## config.mk

```make
export PLATFORM = sky130hd
export DESIGN_NAME = map_tile_store_flat
export DESIGN_NICKNAME = d
export VERILOG_FILES = /design/src/rtl/map_tile_store_if.sv /design/src/rtl/map_tile_store.sv /design/src/flat_wrapper.sv
export SDC_FILE = /design/constraint.sdc
export NUM_CORES = 2
export LEC_CHECK = 0
export ABC_AREA = 0
export CAP_MARGIN = 20
export CORE_AREA = 3 3 552 554
export CTS_CLUSTER_SIZE = 12
export DETAILED_ROUTE_END_ITERATION = 10
export DIE_AREA = 0 0 555 557
export PLACE_DENSITY_LB_ADDON = 0.08
export SYNTH_ARGS = -nofsm -noshare
export SYNTH_HDL_FRONTEND = slang
export SYNTH_SLANG_ARGS = --single-unit
export TNS_END_PERCENT = 5
```

## constraint.sdc

```tcl
create_clock -name map_clk -period 4.9 [get_ports map_clk]
set_input_delay 0.49 -clock map_clk [delete_from_list [all_inputs] [get_ports map_clk]]
set_output_delay 0.49 -clock map_clk [all_outputs]
set_load 0.01 [all_outputs]
```

## src/rtl/map_tile_store_if.sv

```systemverilog
// Scanner lookup, cell-update handshake and level-ROM port of the map tile store.
// slave = the tile store; master = scanner, game logic and level ROM.
interface map_tile_store_if #(
    parameter int unsigned TILE_BITS  = 19,
    parameter int unsigned LEVEL_BITS = 3,
    parameter int unsigned ROM_AW     = 11
) ();
    logic [3:0]            grid_x;
    logic [3:0]            grid_y;
    logic [TILE_BITS-1:0]  tile_id;
    logic                  wr_req;
    logic [3:0]            wr_x;
    logic [3:0]            wr_y;
    logic [TILE_BITS-1:0]  wr_tile;
    logic                  wr_ack;
    logic                  load_req;
    logic [LEVEL_BITS-1:0] level;
    logic                  busy;
    logic                  load_done;
    logic [ROM_AW-1:0]     rom_addr;
    logic [TILE_BITS-1:0]  rom_data;

    modport slave (
        input  grid_x, grid_y, wr_req, wr_x, wr_y, wr_tile, load_req, level, rom_data,
        output tile_id, wr_ack, busy, load_done, rom_addr
    );

    modport master (
        output grid_x, grid_y, wr_req, wr_x, wr_y, wr_tile, load_req, level, rom_data,
        input  tile_id, wr_ack, busy, load_done, rom_addr
    );
endinterface

```

## src/rtl/map_tile_store.sv

```systemverilog
// Tile-id array for the grid scanner: combinational lookups, single-cell
// writes over req/ack, and whole-level bulk load from the level ROM.
module map_tile_store #(
    parameter int unsigned MAP_WIDTH  = 12,
    parameter int unsigned MAP_HEIGHT = 12,
    parameter int unsigned TILE_BITS  = 19,
    parameter int unsigned LEVEL_BITS = 3,
    parameter int unsigned ROM_AW     = 11
) (
    input  logic             map_clk,
    input  logic             rstn,
    map_tile_store_if.slave  bus
);

    localparam int unsigned NCELLS  = MAP_WIDTH * MAP_HEIGHT;
    localparam int unsigned IDX_W   = 8;
    localparam int unsigned CELL_AW = (NCELLS > 1) ? $clog2(NCELLS) : 1;

    typedef enum logic {IDLE, LOAD} state_e;

    state_e                state_q, state_d;
    logic [TILE_BITS-1:0]  cell_q [NCELLS];
    logic [IDX_W-1:0]      idx_q, idx_d;
    logic [ROM_AW-1:0]     rom_addr_q, rom_addr_d;
    logic                  busy_q, busy_d;
    logic                  load_done_q, load_done_d;
    logic                  wr_ack_q, wr_ack_d;

    logic                  cell_we_c;
    logic [IDX_W-1:0]      cell_waddr_c;
    logic [TILE_BITS-1:0]  cell_wdata_c;
    logic                  last_c;
    logic [LEVEL_BITS-1:0] level_c;

    function automatic logic in_range(input logic [3:0] x, input logic [3:0] y);
        return (5'(x) < 5'(MAP_WIDTH)) && (5'(y) < 5'(MAP_HEIGHT));
    endfunction

    function automatic logic [IDX_W-1:0] flat_idx(input logic [3:0] x, input logic [3:0] y);
        return IDX_W'(y) * IDX_W'(MAP_WIDTH) + IDX_W'(x);
    endfunction

    assign level_c = bus.level;
    assign last_c  = (idx_q == IDX_W'(NCELLS - 1));

    // State register
    always_ff @(posedge map_clk or negedge rstn) begin
        if (!rstn) state_q <= IDLE;
        else       state_q <= state_d;
    end

    // Next-state logic
    always_comb begin
        state_d = state_q;
        case (state_q)
            IDLE: if (bus.load_req) state_d = LOAD;
            LOAD: if (last_c)       state_d = IDLE;
        endcase
    end

    // Output / datapath next values; one cell write port shared by updates and loads
    always_comb begin
        idx_d        = idx_q;
        rom_addr_d   = rom_addr_q;
        busy_d       = busy_q;
        load_done_d  = 1'b0;
        wr_ack_d     = 1'b0;
        cell_we_c    = 1'b0;
        cell_waddr_c = '0;
        cell_wdata_c = '0;
        case (state_q)
            IDLE: begin
                // The cycle after an ack never acks, so a held request is not double-counted
                if (bus.wr_req && !wr_ack_q) begin
                    wr_ack_d = 1'b1;
                    if (in_range(bus.wr_x, bus.wr_y)) begin
                        cell_we_c    = 1'b1;
                        cell_waddr_c = flat_idx(bus.wr_x, bus.wr_y);
                        cell_wdata_c = bus.wr_tile;
                    end
                end
                if (bus.load_req) begin
                    rom_addr_d = ROM_AW'(level_c) * ROM_AW'(NCELLS);
                    idx_d      = '0;
                    busy_d     = 1'b1;
                end
            end
            LOAD: begin
                cell_we_c    = 1'b1;
                cell_waddr_c = idx_q;
                cell_wdata_c = bus.rom_data;
                idx_d        = idx_q + IDX_W'(1);
                rom_addr_d   = rom_addr_q + ROM_AW'(1);
                if (last_c) begin
                    busy_d      = 1'b0;
                    load_done_d = 1'b1;
                end
            end
        endcase
    end

    always_ff @(posedge map_clk or negedge rstn) begin
        if (!rstn) begin
            idx_q       <= '0;
            rom_addr_q  <= '0;
            busy_q      <= 1'b0;
            load_done_q <= 1'b0;
            wr_ack_q    <= 1'b0;
        end else begin
            idx_q       <= idx_d;
            rom_addr_q  <= rom_addr_d;
            busy_q      <= busy_d;
            load_done_q <= load_done_d;
            wr_ack_q    <= wr_ack_d;
        end
    end

    // Cell array; reset also wipes any partially loaded level
    always_ff @(posedge map_clk or negedge rstn) begin
        if (!rstn) begin
            for (int i = 0; i < int'(NCELLS); i++) cell_q[i] <= '0;
        end else if (cell_we_c) begin
            cell_q[CELL_AW'(cell_waddr_c)] <= cell_wdata_c;
        end
    end

    always_comb begin
        bus.tile_id = '0;
        if (in_range(bus.grid_x, bus.grid_y))
            bus.tile_id = cell_q[CELL_AW'(flat_idx(bus.grid_x, bus.grid_y))];
    end

    assign bus.wr_ack    = wr_ack_q;
    assign bus.busy      = busy_q;
    assign bus.load_done = load_done_q;
    assign bus.rom_addr  = rom_addr_q;

endmodule

```

## src/flat_wrapper.sv

```systemverilog
// flat-port wrapper written by rule: the top's interface ports become plain ports
module map_tile_store_flat 
#(
    parameter int unsigned MAP_WIDTH  = 12,
    parameter int unsigned MAP_HEIGHT = 12,
    parameter int unsigned TILE_BITS  = 19,
    parameter int unsigned LEVEL_BITS = 3,
    parameter int unsigned ROM_AW     = 11
)
  (map_clk, rstn, bus_grid_x, bus_grid_y, bus_wr_req, bus_wr_x, bus_wr_y, bus_wr_tile, bus_load_req, bus_level, bus_rom_data, bus_tile_id, bus_wr_ack, bus_busy, bus_load_done, bus_rom_addr);
  map_tile_store_if #(.TILE_BITS(TILE_BITS), .LEVEL_BITS(LEVEL_BITS), .ROM_AW(ROM_AW)) bus_i ();
  input  logic map_clk;
  input  logic rstn;
  input wire logic [$bits(bus_i.grid_x)-1:0] bus_grid_x;
  input wire logic [$bits(bus_i.grid_y)-1:0] bus_grid_y;
  input wire logic [$bits(bus_i.wr_req)-1:0] bus_wr_req;
  input wire logic [$bits(bus_i.wr_x)-1:0] bus_wr_x;
  input wire logic [$bits(bus_i.wr_y)-1:0] bus_wr_y;
  input wire logic [$bits(bus_i.wr_tile)-1:0] bus_wr_tile;
  input wire logic [$bits(bus_i.load_req)-1:0] bus_load_req;
  input wire logic [$bits(bus_i.level)-1:0] bus_level;
  input wire logic [$bits(bus_i.rom_data)-1:0] bus_rom_data;
  output wire logic [$bits(bus_i.tile_id)-1:0] bus_tile_id;
  output wire logic [$bits(bus_i.wr_ack)-1:0] bus_wr_ack;
  output wire logic [$bits(bus_i.busy)-1:0] bus_busy;
  output wire logic [$bits(bus_i.load_done)-1:0] bus_load_done;
  output wire logic [$bits(bus_i.rom_addr)-1:0] bus_rom_addr;
  assign bus_i.grid_x = bus_grid_x;
  assign bus_i.grid_y = bus_grid_y;
  assign bus_i.wr_req = bus_wr_req;
  assign bus_i.wr_x = bus_wr_x;
  assign bus_i.wr_y = bus_wr_y;
  assign bus_i.wr_tile = bus_wr_tile;
  assign bus_i.load_req = bus_load_req;
  assign bus_i.level = bus_level;
  assign bus_i.rom_data = bus_rom_data;
  assign bus_tile_id = bus_i.tile_id;
  assign bus_wr_ack = bus_i.wr_ack;
  assign bus_busy = bus_i.busy;
  assign bus_load_done = bus_i.load_done;
  assign bus_rom_addr = bus_i.rom_addr;
  map_tile_store #(.MAP_WIDTH(MAP_WIDTH), .MAP_HEIGHT(MAP_HEIGHT), .TILE_BITS(TILE_BITS), .LEVEL_BITS(LEVEL_BITS), .ROM_AW(ROM_AW)) u_core (.map_clk(map_clk), .rstn(rstn), .bus(bus_i));
endmodule
```

==> impl_metrics.yaml <==
worst_setup_path:
  arrival_ns: 4.42
  path_cells: "clkdlybuf4s50_1 -> ha_4 -> inv_1 -> fa_4 -> buf_12 -> buf_12 -> mux4_2 -> a32o_1 -> a2111oi_2 -> buf_4 -> a311oi_1 -> o221ai_1 -> buf_4 -> o211ai_1 -> buf_4 -> buf_4"
  crit_path_start_kind: "primary input"
  crit_path_start: "bus_grid_x[2]"
  rr_endpoint: "u_core.cell_q[879]$_DFFE_PN0P_"
  crit_slowest_cell: "fa_4"
  crit_fanout: 10
  cp.required_ns: 4.41
  reg2reg_slack_ns: 0.77
  crit_path_frequent_cell: "buf_4"
  slowest_delay_ns: 0.86
  crit_type: "primary input to output pin"
  endpoint_kind: "output pin"
  endpoint: "bus_tile_id[16]"
  r2r-start: "u_core.state_q$_DFF_PN0_"
  reg2reg_depth: 9
route:
  drc: 0
  drt-pass1-iter-count: 7
  num_vias: 83357
  drtIter0Drc: 9004
  vias_per_cell: 6.21
  wl_um: 474000
  detail-route-antenna-nets: 0
  wire_per_inst_um: 35.3
hold_path:
  min_path_type: "primary input to asynchronous set/reset pin"
die:
  die_area_um2: 309000
  ios: 94
  die_h_um: 557
  core_region_area_um2: 300000
  std_cell_rows: 201
  die_width_um: 555
  start_util_pct: 42.0
global_routing:
  grt_max_degree: 158
  grt_pass1_wl_um: 671000
  grt_use_total_pct: 30.5
  antenna_found_initial: 51
  grt_pass1_vias: 84076
  grt.overflow.total: 0
timing:
  period_needed_ns: 4.91
  slew_violations: 0
  clock-skew-final_ns: 0.0496
  max_freq_mhz: 203
  setup_slack_ns: -0.0148
  period_share_pct: 100
  hold_viol: 0
  rsz0062_at_grt: "yes"
  setup_viol: 3
  worstMarginPinSlew_ns: 1.22
  slew_headroom_pct: 18.7
yosys:
  postSynthAreaPerCell_um2: 14.3
  dominantRegCellSynth: "dfrtp_1"
  synth_edf_count: 0
  synth_area_um2: 126000
  synth_seq_area_share_pct: 54.8
  synth-warning-count: 0
  synth_cell_types: 86
  synthArstFlopShare_pct: 100
  synth-seq-cells: 2759
  postSynthCellCount: 8816
  syn_nets: 8897
cells_and_area:
  final_util_pct: 49.0
  nFillCells: 25784
  drive_gt1_share_pct: 44.4
  design_area_um2: 147000
  final_net_count: 9292
  area_growth_pct: 16.6
  multiInputGateArea_um2: 54400
  seqCellArea_um2: 69000
clocking:
  cts_tree: "yes"
  htree_levels: 5
  cts_made_buffers: 313
  clkTransAtPathRegs_ns: 0.06
  clock_latency_ns: 0.92
  cts-root-buf: "clkbuf_16"
  cts_buffer_depth: 4
  clkSinkCount: 2759
flow_run:
  maxCapViolations: 0
power:
  powerDensity_nw_per_um2: 559
  peakVddDrop_uv: 295
  p_leak_uw: 0.0681
place:
  placed_area_um2: 136000
  dp_hpwl_um: 319000
  numPortBuffers: 93
  gp_congestion: 1.00
run_status:
  violations: "negative setup slack"
  status: "finished with violations"
-- through the flow --
step           setup WS [ns]  cells  total power (uW)  hold WS [ns]  setup TNS, ns
2_1_floorplan          0.854   8816             47700         0.194              0
3_3_place_gp          -0.826  12840             57900         0.455          -5.50
3_5_place_dp          -0.819  12842             58800         0.464          -5.68
4_1_cts              -0.0375  13402             82400         0.211        -0.0375
5_1_grt               -0.107  13404             85600         0.210         -0.253
6_report             -0.0148  13421             82200         0.175        -0.0274
-- kinds of logic after synthesis --
family / count (synthesis) / synth area share, %
muxes: 2841 / 32.0
DFF: 2759 / 54.8
buffers and inverters: 790 / 2.69
adders and majority gates: 20 / 0.222
and+or+nand+nor: 1247 / 4.81
AOI/OAI and AO/OA: 1136 / 5.36
xor gates and xnor gates: 23 / 0.183
-- timing repair --
| action | in CTS | in global routing |
|---|---|---|
| pin swaps | 16 | 2 |
| buffers inserted | 10 | 0 |
| endpoints found under the setup margin | 19 | 14 |
| hold buffers | 1 | 0 |
| resized for setup | 55 | 17 |
| endpoints found under the hold margin | 110 | 0 |
-- area by class of cell --
type | count | area share (%)
tap | 3958 | 3.37
timing repair buffer | 849 | 5.72
sequential | 2759 | 47.0
inverter | 21 | 0.0604
antenna | 18 | 0.0306
multi-input combinational | 5267 | 37.0
clock buffer | 451 | 6.19
clock inverter | 98 | 0.691
-- cell usage after synthesis (27+ instances only) --
cell	instances	share of area [%]
dfrtp_1	2759	55
mux2_2	1925	17
nand2_1	833	2.5
o21ai_0	724	2.9
mux4_2	714	13
clkbuf_1	476	1.4
buf_2	177	0.70
mux2_4	100	1.2
nand3_1	84	0.33
a22oi_1	81	0.48
buf_1	80	0.24
mux2i_1	71	0.56
o22ai_1	65	0.32
nor2_1	46	0.14
a21oi_1	45	0.18
a22o_1	42	0.29
nand4_1	40	0.20
nand3_2	32	0.25
nand2b_1	31	0.15
mux2_1	30	0.27
a211oi_1	29	0.17
a221oi_1	28	0.19
nor4_1	27	0.13
-- critical path: cells and delay by family --
family                   cells  cell delay, ns
buffers and inverters        8            1.56
multiplexers                 1            0.31
adder cells (fa/ha/maj)      2            1.00
AO/OA/AOI/OAI                5            1.02
-- routing by layer --
metal  wire length (um)  vias to the layer above  track usage (%)
met4              23000                       12             12.4
met3              40400                      859             6.90
met2             205000                     3480             44.7
li1                   -                    33447                -
met5                 77                        -                0
met1             205000                    45559             43.9
-- power breakdown --
group / leakage (uW) / switching (uW) / internal (uW)
clock: 0.00502 / 9830 / 13500
sequential: 0.0375 / 3980 / 30700
combinational: 0.0256 / 12900 / 11300
total: 0.0681 / 26700 / 55500
-- how the worst min path moves through the flow --
stage	startpoint	endpoint	cells after the start
finish	rstn	u_core.cell_q[291]$_DFFE_PN0P_	2
global placement	u_core.cell_q[1380]$_DFFE_PN0P_	u_core.cell_q[1380]$_DFFE_PN0P_	2
floorplan	rstn	u_core.bus.busy$_DFFE_PN0P_	0
global route	rstn	u_core.cell_q[234]$_DFFE_PN0P_	2
detailed placement	u_core.cell_q[704]$_DFFE_PN0P_	u_core.cell_q[704]$_DFFE_PN0P_	2
CTS	rstn	u_core.cell_q[130]$_DFFE_PN0P_	2
-- flip-flops by register name, summed over array words and instances (netlist names) --
register / flops
u_core.bus.wr_ack: 1
u_core.cell_q: 2736
u_core.bus.rom_addr: 11
u_core.bus.busy: 1
u_core.bus.load_done: 1
u_core.idx_q: 8
u_core.state_q: 1
-- placed cells by master, fill, tap and decap left out, types with 19 or more instances in the layout --
cell	count
dfrtp_1	2758
mux2_2	1925
nand2_1	831
o21ai_0	721
mux4_2	714
buf_4	616
clkbuf_16	318
buf_12	138
mux2_4	100
nand3_1	81
mux2i_1	70
clkdlybuf4s50_1	70
clkbuf_1	69
clkinv_2	64
clkbuf_8	64
o22ai_1	63
a22oi_1	59
a21oi_1	40
nand4_1	40
nor3_4	38
nor2_1	37
nand3_2	35
nand2b_1	31
mux2_1	30
a211oi_1	28
nor4_1	23
a22o_1	23
a22oi_2	23
a221oi_1	22
nor3_1	19
a22o_4	19
No activity file was read; power rests on OpenSTA's default activity.
